### config.mk
export PLATFORM = sky130hd
export DESIGN_NAME = decode_issue_ctrl
export DESIGN_NICKNAME = d
export VERILOG_FILES = /design/src/rtl/decode_issue_ctrl.sv
export SDC_FILE = /design/constraint.sdc
export NUM_CORES = 1
export LEC_CHECK = 0
export CAP_MARGIN = 20
export CELL_PAD_IN_SITES_DETAIL_PLACEMENT = 0
export CELL_PAD_IN_SITES_GLOBAL_PLACEMENT = 1
export CORE_ASPECT_RATIO = 0.8
export CORE_UTILIZATION = 37
export DETAILED_ROUTE_END_ITERATION = 10
export PLACE_DENSITY = 0.81
export SLEW_MARGIN = 0
export SYNTH_ARGS = -nofsm -noshare
export SYNTH_HDL_FRONTEND = slang
export SYNTH_SLANG_ARGS = --single-unit
export TNS_END_PERCENT = 20
### constraint.sdc
create_clock -name clk -period 5.96 [get_ports clk]
set_input_delay 0.894 -clock clk [delete_from_list [all_inputs] [get_ports clk]]
set_output_delay 0.894 -clock clk [all_outputs]
set_load 0.02 [all_outputs]
### src/rtl/decode_issue_ctrl.sv
// decode_issue_ctrl: decode-stage sequencer holding one instruction between fetch and EX.
// Optional performance counters are built when DECODE_ISSUE_PERF_EN is defined.
module decode_issue_ctrl #(
  parameter int unsigned LOAD_LAT = 1,
  parameter int unsigned CNT_W    = 2
) (
  input  logic        clk,
  input  logic        rst,
  input  logic        if_valid,
  input  logic [31:0] if_instr,
  input  logic [31:0] if_pc,
  output logic        if_ready,
  output logic        ex_valid,
  input  logic        ex_ready,
  output logic [31:0] id_instr,
  output logic [31:0] id_pc,
  input  logic        redirect,
  output logic        stall
`ifdef DECODE_ISSUE_PERF_EN
  ,
  output logic [31:0] perf_stall_cyc,
  output logic [31:0] perf_flush
`endif
);

  // Opcode values from Opcode.vh (RV32I major opcodes)
  localparam logic [6:0] OPC_LUI       = 7'b0110111;
  localparam logic [6:0] OPC_AUIPC     = 7'b0010111;
  localparam logic [6:0] OPC_JAL       = 7'b1101111;
  localparam logic [6:0] OPC_BRANCH    = 7'b1100011;
  localparam logic [6:0] OPC_LOAD      = 7'b0000011;
  localparam logic [6:0] OPC_STORE     = 7'b0100011;
  localparam logic [6:0] OPC_ARI_RTYPE = 7'b0110011;

  localparam logic [31:0]      NOP      = 32'h0000_0013;
  localparam logic [CNT_W-1:0] LAT      = CNT_W'(LOAD_LAT);
  localparam logic [CNT_W-1:0] CNT_ZERO = '0;
  localparam logic [CNT_W-1:0] CNT_ONE  = CNT_W'(1);

  typedef enum logic [1:0] {
    EMPTY = 2'd0,
    HOLD  = 2'd1,
    STALL = 2'd2
  } state_t;

  state_t           state;
  logic [CNT_W-1:0] ld_cnt;
  logic [4:0]       ld_rd;

  logic [6:0] opc;
  logic [4:0] rd;
  logic [4:0] rs1;
  logic [4:0] rs2;
  logic       use_rs1;
  logic       use_rs2;
  logic       hazard;
  logic       issue;
  logic       accept;

  assign opc = id_instr[6:0];
  assign rd  = id_instr[11:7];
  assign rs1 = id_instr[19:15];
  assign rs2 = id_instr[24:20];

  // NOTE: every always_comb output gets a default first so no path can infer a latch.
  always_comb begin
    use_rs1 = 1'b1;
    use_rs2 = 1'b0;
    case (opc)
      OPC_LUI, OPC_AUIPC, OPC_JAL: use_rs1 = 1'b0;
      default: ;
    endcase
    case (opc)
      OPC_BRANCH, OPC_STORE, OPC_ARI_RTYPE: use_rs2 = 1'b1;
      default: ;
    endcase
  end

  assign hazard = (ld_cnt != CNT_ZERO) && (ld_rd != 5'd0) &&
                  ((use_rs1 && (rs1 == ld_rd)) || (use_rs2 && (rs2 == ld_rd)));

  // Issue decision is purely combinational so a held instruction leaves with no added latency.
  assign ex_valid = (state == HOLD) && !hazard && !redirect;
  assign issue    = ex_valid && ex_ready;
  assign if_ready = !redirect && ((state == EMPTY) || issue);
  assign accept   = if_valid && if_ready;
  assign stall    = (state == STALL);

  // NOTE: sequential state uses non-blocking assignments so every register samples pre-edge values.
  always_ff @(posedge clk or negedge rst) begin
    if (!rst) begin
      state    <= EMPTY;
      id_instr <= NOP;
      id_pc    <= '0;
    end else begin
      case (state)
        EMPTY: begin
          if (accept) begin
            id_instr <= if_instr;
            id_pc    <= if_pc;
            state    <= HOLD;
          end
        end
        HOLD: begin
          if (redirect) begin
            id_instr <= NOP;
            id_pc    <= '0;
            state    <= EMPTY;
          end else if (hazard) begin
            state <= STALL;
          end else if (issue) begin
            if (accept) begin
              id_instr <= if_instr;
              id_pc    <= if_pc;
            end else begin
              state <= EMPTY;
            end
          end
        end
        STALL: begin
          if (redirect) begin
            id_instr <= NOP;
            id_pc    <= '0;
            state    <= EMPTY;
          end else if (!hazard) begin
            state <= HOLD;
          end
        end
        default: state <= EMPTY;
      endcase
    end
  end

  // The tracker survives redirects: the load is older than the branch that squashed us.
  always_ff @(posedge clk or negedge rst) begin
    if (!rst) begin
      ld_cnt <= CNT_ZERO;
      ld_rd  <= 5'd0;
    end else if (issue && (opc == OPC_LOAD) && (rd != 5'd0)) begin
      ld_rd  <= rd;
      ld_cnt <= LAT;
    end else if (ex_ready && (ld_cnt != CNT_ZERO)) begin
      ld_cnt <= ld_cnt - CNT_ONE;
    end
  end

`ifdef DECODE_ISSUE_PERF_EN
  always_ff @(posedge clk or negedge rst) begin
    if (!rst) begin
      perf_stall_cyc <= '0;
      perf_flush     <= '0;
    end else begin
      if (state == STALL) perf_stall_cyc <= perf_stall_cyc + 32'd1;
      if (redirect && (state != EMPTY)) perf_flush <= perf_flush + 32'd1;
    end
  end
`endif

endmodule

==> out/results.md, run 1 <==
Setup path
• **Crit Path Category** reg2out
• **critical path data required time** 5.07 ns
• **CP endpoint kind** primary output
• **Critical R2R Launch** state[1]
• **Reg-to-Reg End** id_instr[18]
• **data arrival time of the worst path** 2.69 ns
• **CP Capture Point** if_ready
• **kind of launch point of the worst setup path** register
• **r2r worst-path depth** 9
• **first element of the critical path** id_instr[0]
• **internal reg-to-reg setup slack** 3.11 ns
• **Worst Path Max Fanout** 4

Clock network
• **number of buffers created by CTS** 9
• **number of buffers between clock root and the deepest sink** 2
• **H-tree levels** 3
• **quantity of hold-fixing buffers added after cts** 0
• **TritonCTS clock tree** built
• **Root Buffer Master** clkbuf_16
• **post_cts resized** 0
• **Post-CTS Repair Setup Buffers** 0
• **clock latency at the later pin of the worst-skew pair** 0.33 ns
• **clock tree sinks** 73
• **clock-pin slew on the worst setup and hold paths** 0.06 ns

Finish
• **core utilization of the finished layout** 54.7%
• **share of final-layout standard cells stronger than drive strength 1** 18.8%
• **antenna diode count** 0
• **most frequent cells in the layout** clkdlybuf4s50_1, dfrtp_1, nand2_1, o211ai_1, o21ai_2
• **Final Instance Area** 5670 um^2
• **commonest non-fill, non-tap cell in the layout** clkdlybuf4s50_1
• **number of nets in the layout** 573
• **Area Overhead vs Synth** 42.6%
• **Fill cells** 916
• **count of non-filler cells in the finished layout** 644

Floorplanning
• **y dimension of the die** 94.7 um
• **Core Rows** 33
• **placeable core region** 10400 um^2
• **Die W** 118 um
• **number of ports placed on the die boundary** 136
• **area of the die** 11200 um^2
• **starting density of the core** 38.4%

Placement
• **cell area reported after detailed placement** 5330 um^2
• **gp weighted congestion** 0.852
• **HPWL reported at the end of detailed placement** 6760 um
• **number of instances in the placed design** 628
• **number of I/O port buffers** 135
• **post-placement worst setup slack** 2.42 ns

STA
• **unrepaired setup endpoints after global routing** no
• **pin slew with the least headroom to its limit** 0.937 ns
• **time the final worst path needs with I/O delays and setup** 3.58 ns
• **pins over their slew limit** 0
• **aggregate negative setup slack** 0 ns
• **Fmax** 0.279 GHz
• **final worst clock skew** 0.00775 ns
• **final setup slack of the worst path** 2.38 ns
• **share of the clock period used by the worst path after layout** 60.1%
• **final setup vio count** 0
• **Final Hold Vio Count** 0
• **worst rel slew slack** 37.5%

Logic synthesis
• **netlist area before placement** 3980 um^2
• **flip-flop and latch count after synthesis** 73
• **number of cells produced by synthesis** 379
• **fraction of synthesis flops using an asynchronous set or reset pin** 100%
• **area leader, netlist** dfrtp_1
• **cells taking the most area after synthesis** dfrtp_1, o21ai_2, o211ai_1
• **YS warnings** 0
• **flip-flop cell with the highest count after synthesis** dfrtp_1
• **number of different library cells in the post-synthesis netlist** 49
• **net count of the mapped netlist** 453
• **Post-synth EDFFs** 0
• **register area share after synthesis** 46.0%
• **portion of synthesized cell area occupied by the leading cell type** 44.0%
• **syn_area_per_cell** 10.5 um^2

Routing
• **count of antenna-violating nets left after detailed routing** 0
• **total number of vias** 3319
• **number of DRC violations after detailed-routing iteration 0** 224
• **1st-pass router iterations** 4
• **wire length after detailed routing** 10300 um
• **via density per instance** 5.15
• **wire length per cell** 16.0 um
• **remaining design rule violation count** 0

Run status
• **result of the run** finished clean

Power
• **leakage** 0.00241 uW
• **power density over cell area** 492 nW/um^2
• **Max IR drop VDD** 0.277 mV

Global routing
• **wire length of the first global-routing pass** 16600 um
• **total congestion overflow after global routing** 0
• **number of antenna violations at the first check in global routing** 0
• **largest net degree at the start of global routing** 77
• **overall fraction of global-route tracks in use** 18.6%
• **vias in the first global route** 3279

Min path
• **class of the worst hold path** reg2reg

Flow run
• **max_cap viols** 0

## flip-flops by register name, summed over array words and instances, names as in the netlist
name,cells
ld_cnt,2
state,2
ld_rd,5
id_instr,32
id_pc,32
## per-layer routing
layer / wire, um / up-vias / track usage (%)
met1: 5110 / 1559 / 27.2
met5: 0 / - / 0
met2: 4420 / 123 / 27.3
met3: 696 / 7 / 5.07
li1: - / 1630 / -
met4: 55 / 0 / 4.17
## critical path, stage by stage (launching register included)
cell and delay (ns):
dfstp_2 0.57, nand2_1 0.06, nor3_1 0.34, nand4_2 0.28, o21ai_2 0.33, nor2_1 0.08, o21a_1 0.17, clkdlybuf4s50_1 0.53
## where the power goes
| group | switching [uW] | internal (uW) | total (uW) |
|---|---|---|---|
| logic | 804 | 561 | 1360 |
| registers | 139 | 667 | 806 |
| clock network | 211 | 411 | 622 |
| total | 1150 | 1640 | 2790 |
## logic make-up (layout without fill, tap and decap cells)
group	Yosys count	in the layout	share of synthesized area (%)
AO/OA/AOI/OAI	149	149	30.5
AND/OR/NAND/NOR	96	96	11.3
flip-flops	73	73	46.0
buffers and inverters	39	164	6.54
XOR/XNOR	11	11	2.42
multiplexers	6	6	1.67
adder cells (fa/ha/maj)	5	5	1.57
## through the flow
step / power (uW) / hold WS, ns
4_1_cts: 2820 / 0.540
2_1_floorplan: 1690 / 0.492
3_5_place_dp: 2180 / 0.526
5_1_grt: 2950 / 0.565
6_report: 2790 / 0.539
3_3_place_gp: 2170 / 0.512
## layout make-up
| cell class | count | area [um^2] | area share [%] |
|---|---|---|---|
| multi-input combinational | 267 | 1900 | 33.5 |
| sequential | 73 | 1830 | 32.3 |
| timing repair buffer | 141 | 1390 | 24.6 |
| clock buffer | 10 | 229 | 4.04 |
| tap | 140 | 175 | 3.09 |
| clock inverter | 6 | 115 | 2.03 |
| inverter | 7 | 26.3 | 0.463 |
## cell usage after synthesis, drive strengths merged (2+ instances only)
master  instances
o211ai         62
inv             7
nor4            2
nor3            4
o21ai          66
a21oi           5
xor2            8
xnor2           3
nand2          65
ha              5
clkbuf         18
dfstp           3
a211oi          2
nor2b           2
o221a           3
nand2b          2
a21o            2
nand3           2
nor2            8
nand3b          2
mux2            5
dfrtp          70
nand4           2
buf            14
o21a            2
## worst min-delay path by stage
stage,from,end,slack [ns],cells past startpoint
floorplan,ld_cnt[0],ld_cnt[0],0.49,2
global placement,ld_cnt[0],ld_cnt[0],0.51,2
detailed placement,id_pc[22],id_pc[22],0.53,2
CTS,id_pc[22],id_pc[22],0.54,2
global route,id_pc[22],id_pc[22],0.57,2
finish,id_pc[22],id_pc[22],0.54,2
Note: power is estimated with default switching activity, not from simulation.
==> inputs of run 2 (changes only) <==
--- a/config.mk
+++ b/config.mk
@@ -9,9 +9,9 @@
 export CELL_PAD_IN_SITES_DETAIL_PLACEMENT = 0
 export CELL_PAD_IN_SITES_GLOBAL_PLACEMENT = 1
 export CORE_ASPECT_RATIO = 0.8
-export CORE_UTILIZATION = 37
+export CORE_UTILIZATION = 31
 export DETAILED_ROUTE_END_ITERATION = 10
-export PLACE_DENSITY = 0.81
+export PLACE_DENSITY = 0.72
 export SLEW_MARGIN = 0
 export SYNTH_ARGS = -nofsm -noshare
 export SYNTH_HDL_FRONTEND = slang
==> constraint.sdc (replaced) <==
create_clock -name clk -period 3.1 [get_ports clk]
set_input_delay 0.465 -clock clk [delete_from_list [all_inputs] [get_ports clk]]
set_output_delay 0.465 -clock clk [all_outputs]
set_load 0.02 [all_outputs]
==> run 2 against run 1 <==
Compared with the run above: wire length increased by 6.0%; clock power increased by 49%; critical path depth unchanged; flip-flop and latch count unchanged; critical endpoint unchanged.
==> out/results.md, run 2 (same netlist as run 1, synthesis figures left out) <==
Run status
• **result of the run** finished clean, unchanged

Global routing
• **largest net degree at the start of global routing** 74, was 77
• **wire length of the first global-routing pass** 17600 um, was 16600 um
• **number of antenna violations at the first check in global routing** 0, unchanged
• **total congestion overflow after global routing** 0, unchanged
• **vias in the first global route** 3332, was 3279
• **overall fraction of global-route tracks in use** 17.0%, was 18.6%

Finish
• **Area Overhead vs Synth** 43.5%, was 42.6%
• **number of nets in the layout** 576, was 573
• **Final Instance Area** 5710 um^2, was 5670 um^2
• **antenna diode count** 0, unchanged
• **share of final-layout standard cells stronger than drive strength 1** 19.4%, was 18.8%
• **commonest non-fill, non-tap cell in the layout** clkdlybuf4s50_1, unchanged
• **biggest regs** id_instr x32, id_pc x32, ld_rd x5, unchanged
• **most frequent cells in the layout** clkdlybuf4s50_1, dfrtp_1, nand2_1, o211ai_1, o21ai_2, unchanged

Routing
• **sum of routed wire segments on met1** 5300 um, was 5110 um
• **number of DRC violations after detailed-routing iteration 0** 202, was 224
• **routed length on met2** 4810 um, was 4420 um
• **detailed-routed wire length on met3** 709 um, was 696 um
• **count of antenna-violating nets left after detailed routing** 0, unchanged
• **wire length after detailed routing** 10900 um, was 10300 um
• **remaining design rule violation count** 0, unchanged
• **uppermost metal layer occupied by signal nets** met4, unchanged
• **1st-pass router iterations** 4, unchanged
• **total number of vias** 3421, was 3319
• **via density per instance** 5.05, was 5.15
• **wire length per cell** 16.1 um, was 16.0 um

Clock network
• **clock latency at the later pin of the worst-skew pair** 0.32 ns, was 0.33 ns
• **quantity of hold-fixing buffers added after cts** 0, unchanged
• **H-tree levels** 3, unchanged
• **clock-pin slew on the worst setup and hold paths** 0.06 ns, about the same
• **TritonCTS clock tree** built, unchanged
• **Root Buffer Master** clkbuf_16, unchanged
• **number of buffers created by CTS** 9, unchanged
• **number of buffers between clock root and the deepest sink** 2, unchanged
• **clock tree sinks** 73, unchanged

STA
• **pin slew with the least headroom to its limit** 0.957 ns, was 0.937 ns
• **share of the clock period used by the worst path after layout** 95.7%
• **Final Hold Vio Count** 0, unchanged
• **final setup vio count** 0, unchanged
• **final setup slack of the worst path** 0.132 ns, was 2.38 ns
• **aggregate negative setup slack** 0 ns, unchanged
• **pins over their slew limit** 0, unchanged
• **unrepaired setup endpoints after global routing** no, unchanged
• **time the final worst path needs with I/O delays and setup** 2.97 ns
• **worst hold slack across all endpoints** 0.289 ns, was 0.539 ns
• **final worst clock skew** 0.00602 ns, was 0.00775 ns
• **Fmax** 0.337 GHz
• **worst rel slew slack** 36.2%, was 37.5%

Setup path
• **critical path data required time** 2.63 ns, was 5.07 ns
• **data arrival time of the worst path** 2.50 ns, was 2.69 ns
• **CP endpoint kind** primary output, unchanged
• **kind of launch point of the worst setup path** register, unchanged
• **Crit Path Category** reg2out, unchanged
• **Worst Path Max Fanout** 6, was 4

Floorplanning
• **Die W** 129 um, was 118 um
• **placeable core region** 12300 um^2, was 10400 um^2
• **area of the die** 13300 um^2, was 11200 um^2
• **starting density of the core** 32.2%, was 38.4%
• **y dimension of the die** 103 um, was 94.7 um
• **Core Rows** 36, was 33
• **number of ports placed on the die boundary** 136, unchanged

Placement
• **post-placement worst setup slack** 0.284 ns, was 2.42 ns
• **cell area reported after detailed placement** 5410 um^2, was 5330 um^2
• **number of I/O port buffers** 135, unchanged
• **gp weighted congestion** 0.865, was 0.852
• **HPWL reported at the end of detailed placement** 7230 um, was 6760 um

Flow run
• **max_cap viols** 0, unchanged

Power
• **power density over cell area** 911 nW/um^2, was 492 nW/um^2
• **sum of internal, switching and leakage power** 5200 uW, was 2790 uW
• **leakage** 0.00241 uW, about the same
• **Max IR drop VDD** 0.374 mV, was 0.277 mV

Min path
• **class of the worst hold path** in2async, was reg2reg

==> run 2: final cells by class <==
cell class / instances / area (um^2)
clock buffer: 12 / 246
clock inverter: 3 / 17.5
fill: 1179 / 6630
inverter: 7 / 26.3
multi-input combinational: 267 / 1920
sequential: 73 / 1830
tap: 171 / 214
timing repair buffer: 144 / 1450
==> run 2: power by group <==
group	switching (uW)	total, uW	internal (uW)	leakage [uW]
Clock	373	929	556	0.000128
Combinational	1590	2720	1130	0.00130
Sequential	268	1550	1280	0.000978
==> run 2: worst paths after layout <==
| check | start | to | slack, ns | cells past startpoint |
|---|---|---|---|---|
| worst min register to register | id_pc[24] | id_pc[24] | 0.54 | 2 |
| min in group clk | id_pc[24] | id_pc[24] | 0.54 | 2 |
| worst min-delay path | rst | id_instr[25] | 0.29 | 1 |
| worst max register to register | state[1] | id_instr[22] | 0.54 | 9 |
| worst max-delay path | id_instr[6] | if_ready | 0.13 | 7 |
| max in group asynchronous | rst | state[0] | 2.19 | 1 |
==> run 2: routing by layer <==
layer	GRT usage, %	vias to the layer above
met5	0	-
met4	3.62	0
met3	6.12	8
met2	25.3	103
met1	23.8	1672
li1	-	1638
==> run 2: repair_timing <==
| action | in CTS | in global routing |
|---|---|---|
| gates resized for setup | 1 | 2 |
| hold endpoints to repair | 0 | 0 |
| pin swaps | 2 | 1 |
| endpoints found under the setup margin | 1 | 1 |
| buffers inserted | 1 | 1 |
| gates cloned | 0 | 0 |
==> run 2: per-stage QoR <==
step,cells,utilization (%)
floorplan,379,-
global placement,660,43.8
detailed placement,660,43.8
CTS,676,46.1
global route,677,46.2
finish,677,46.2
==> run 2: worst max-delay path, stage by stage (launching register included) <==
cell and delay [ns]:
dfrtp_1 0.45, a21bo_1 0.26, nor4_2 0.33, nand4_2 0.20
o21ai_4 0.19, nor2_1 0.06, o21a_1 0.16, clkdlybuf4s50_1 0.53
==> inputs of run 3 (changes only) <==
--- a/config.mk
+++ b/config.mk
@@ -10,6 +10,7 @@
 export CELL_PAD_IN_SITES_GLOBAL_PLACEMENT = 1
 export CORE_ASPECT_RATIO = 0.8
 export CORE_UTILIZATION = 31
+export CTS_CLUSTER_DIAMETER = 120
 export DETAILED_ROUTE_END_ITERATION = 10
 export PLACE_DENSITY = 0.72
 export SLEW_MARGIN = 0
==> results of run 3 <==
No change in the layout: final DEF, timing and power equal those of run 2.
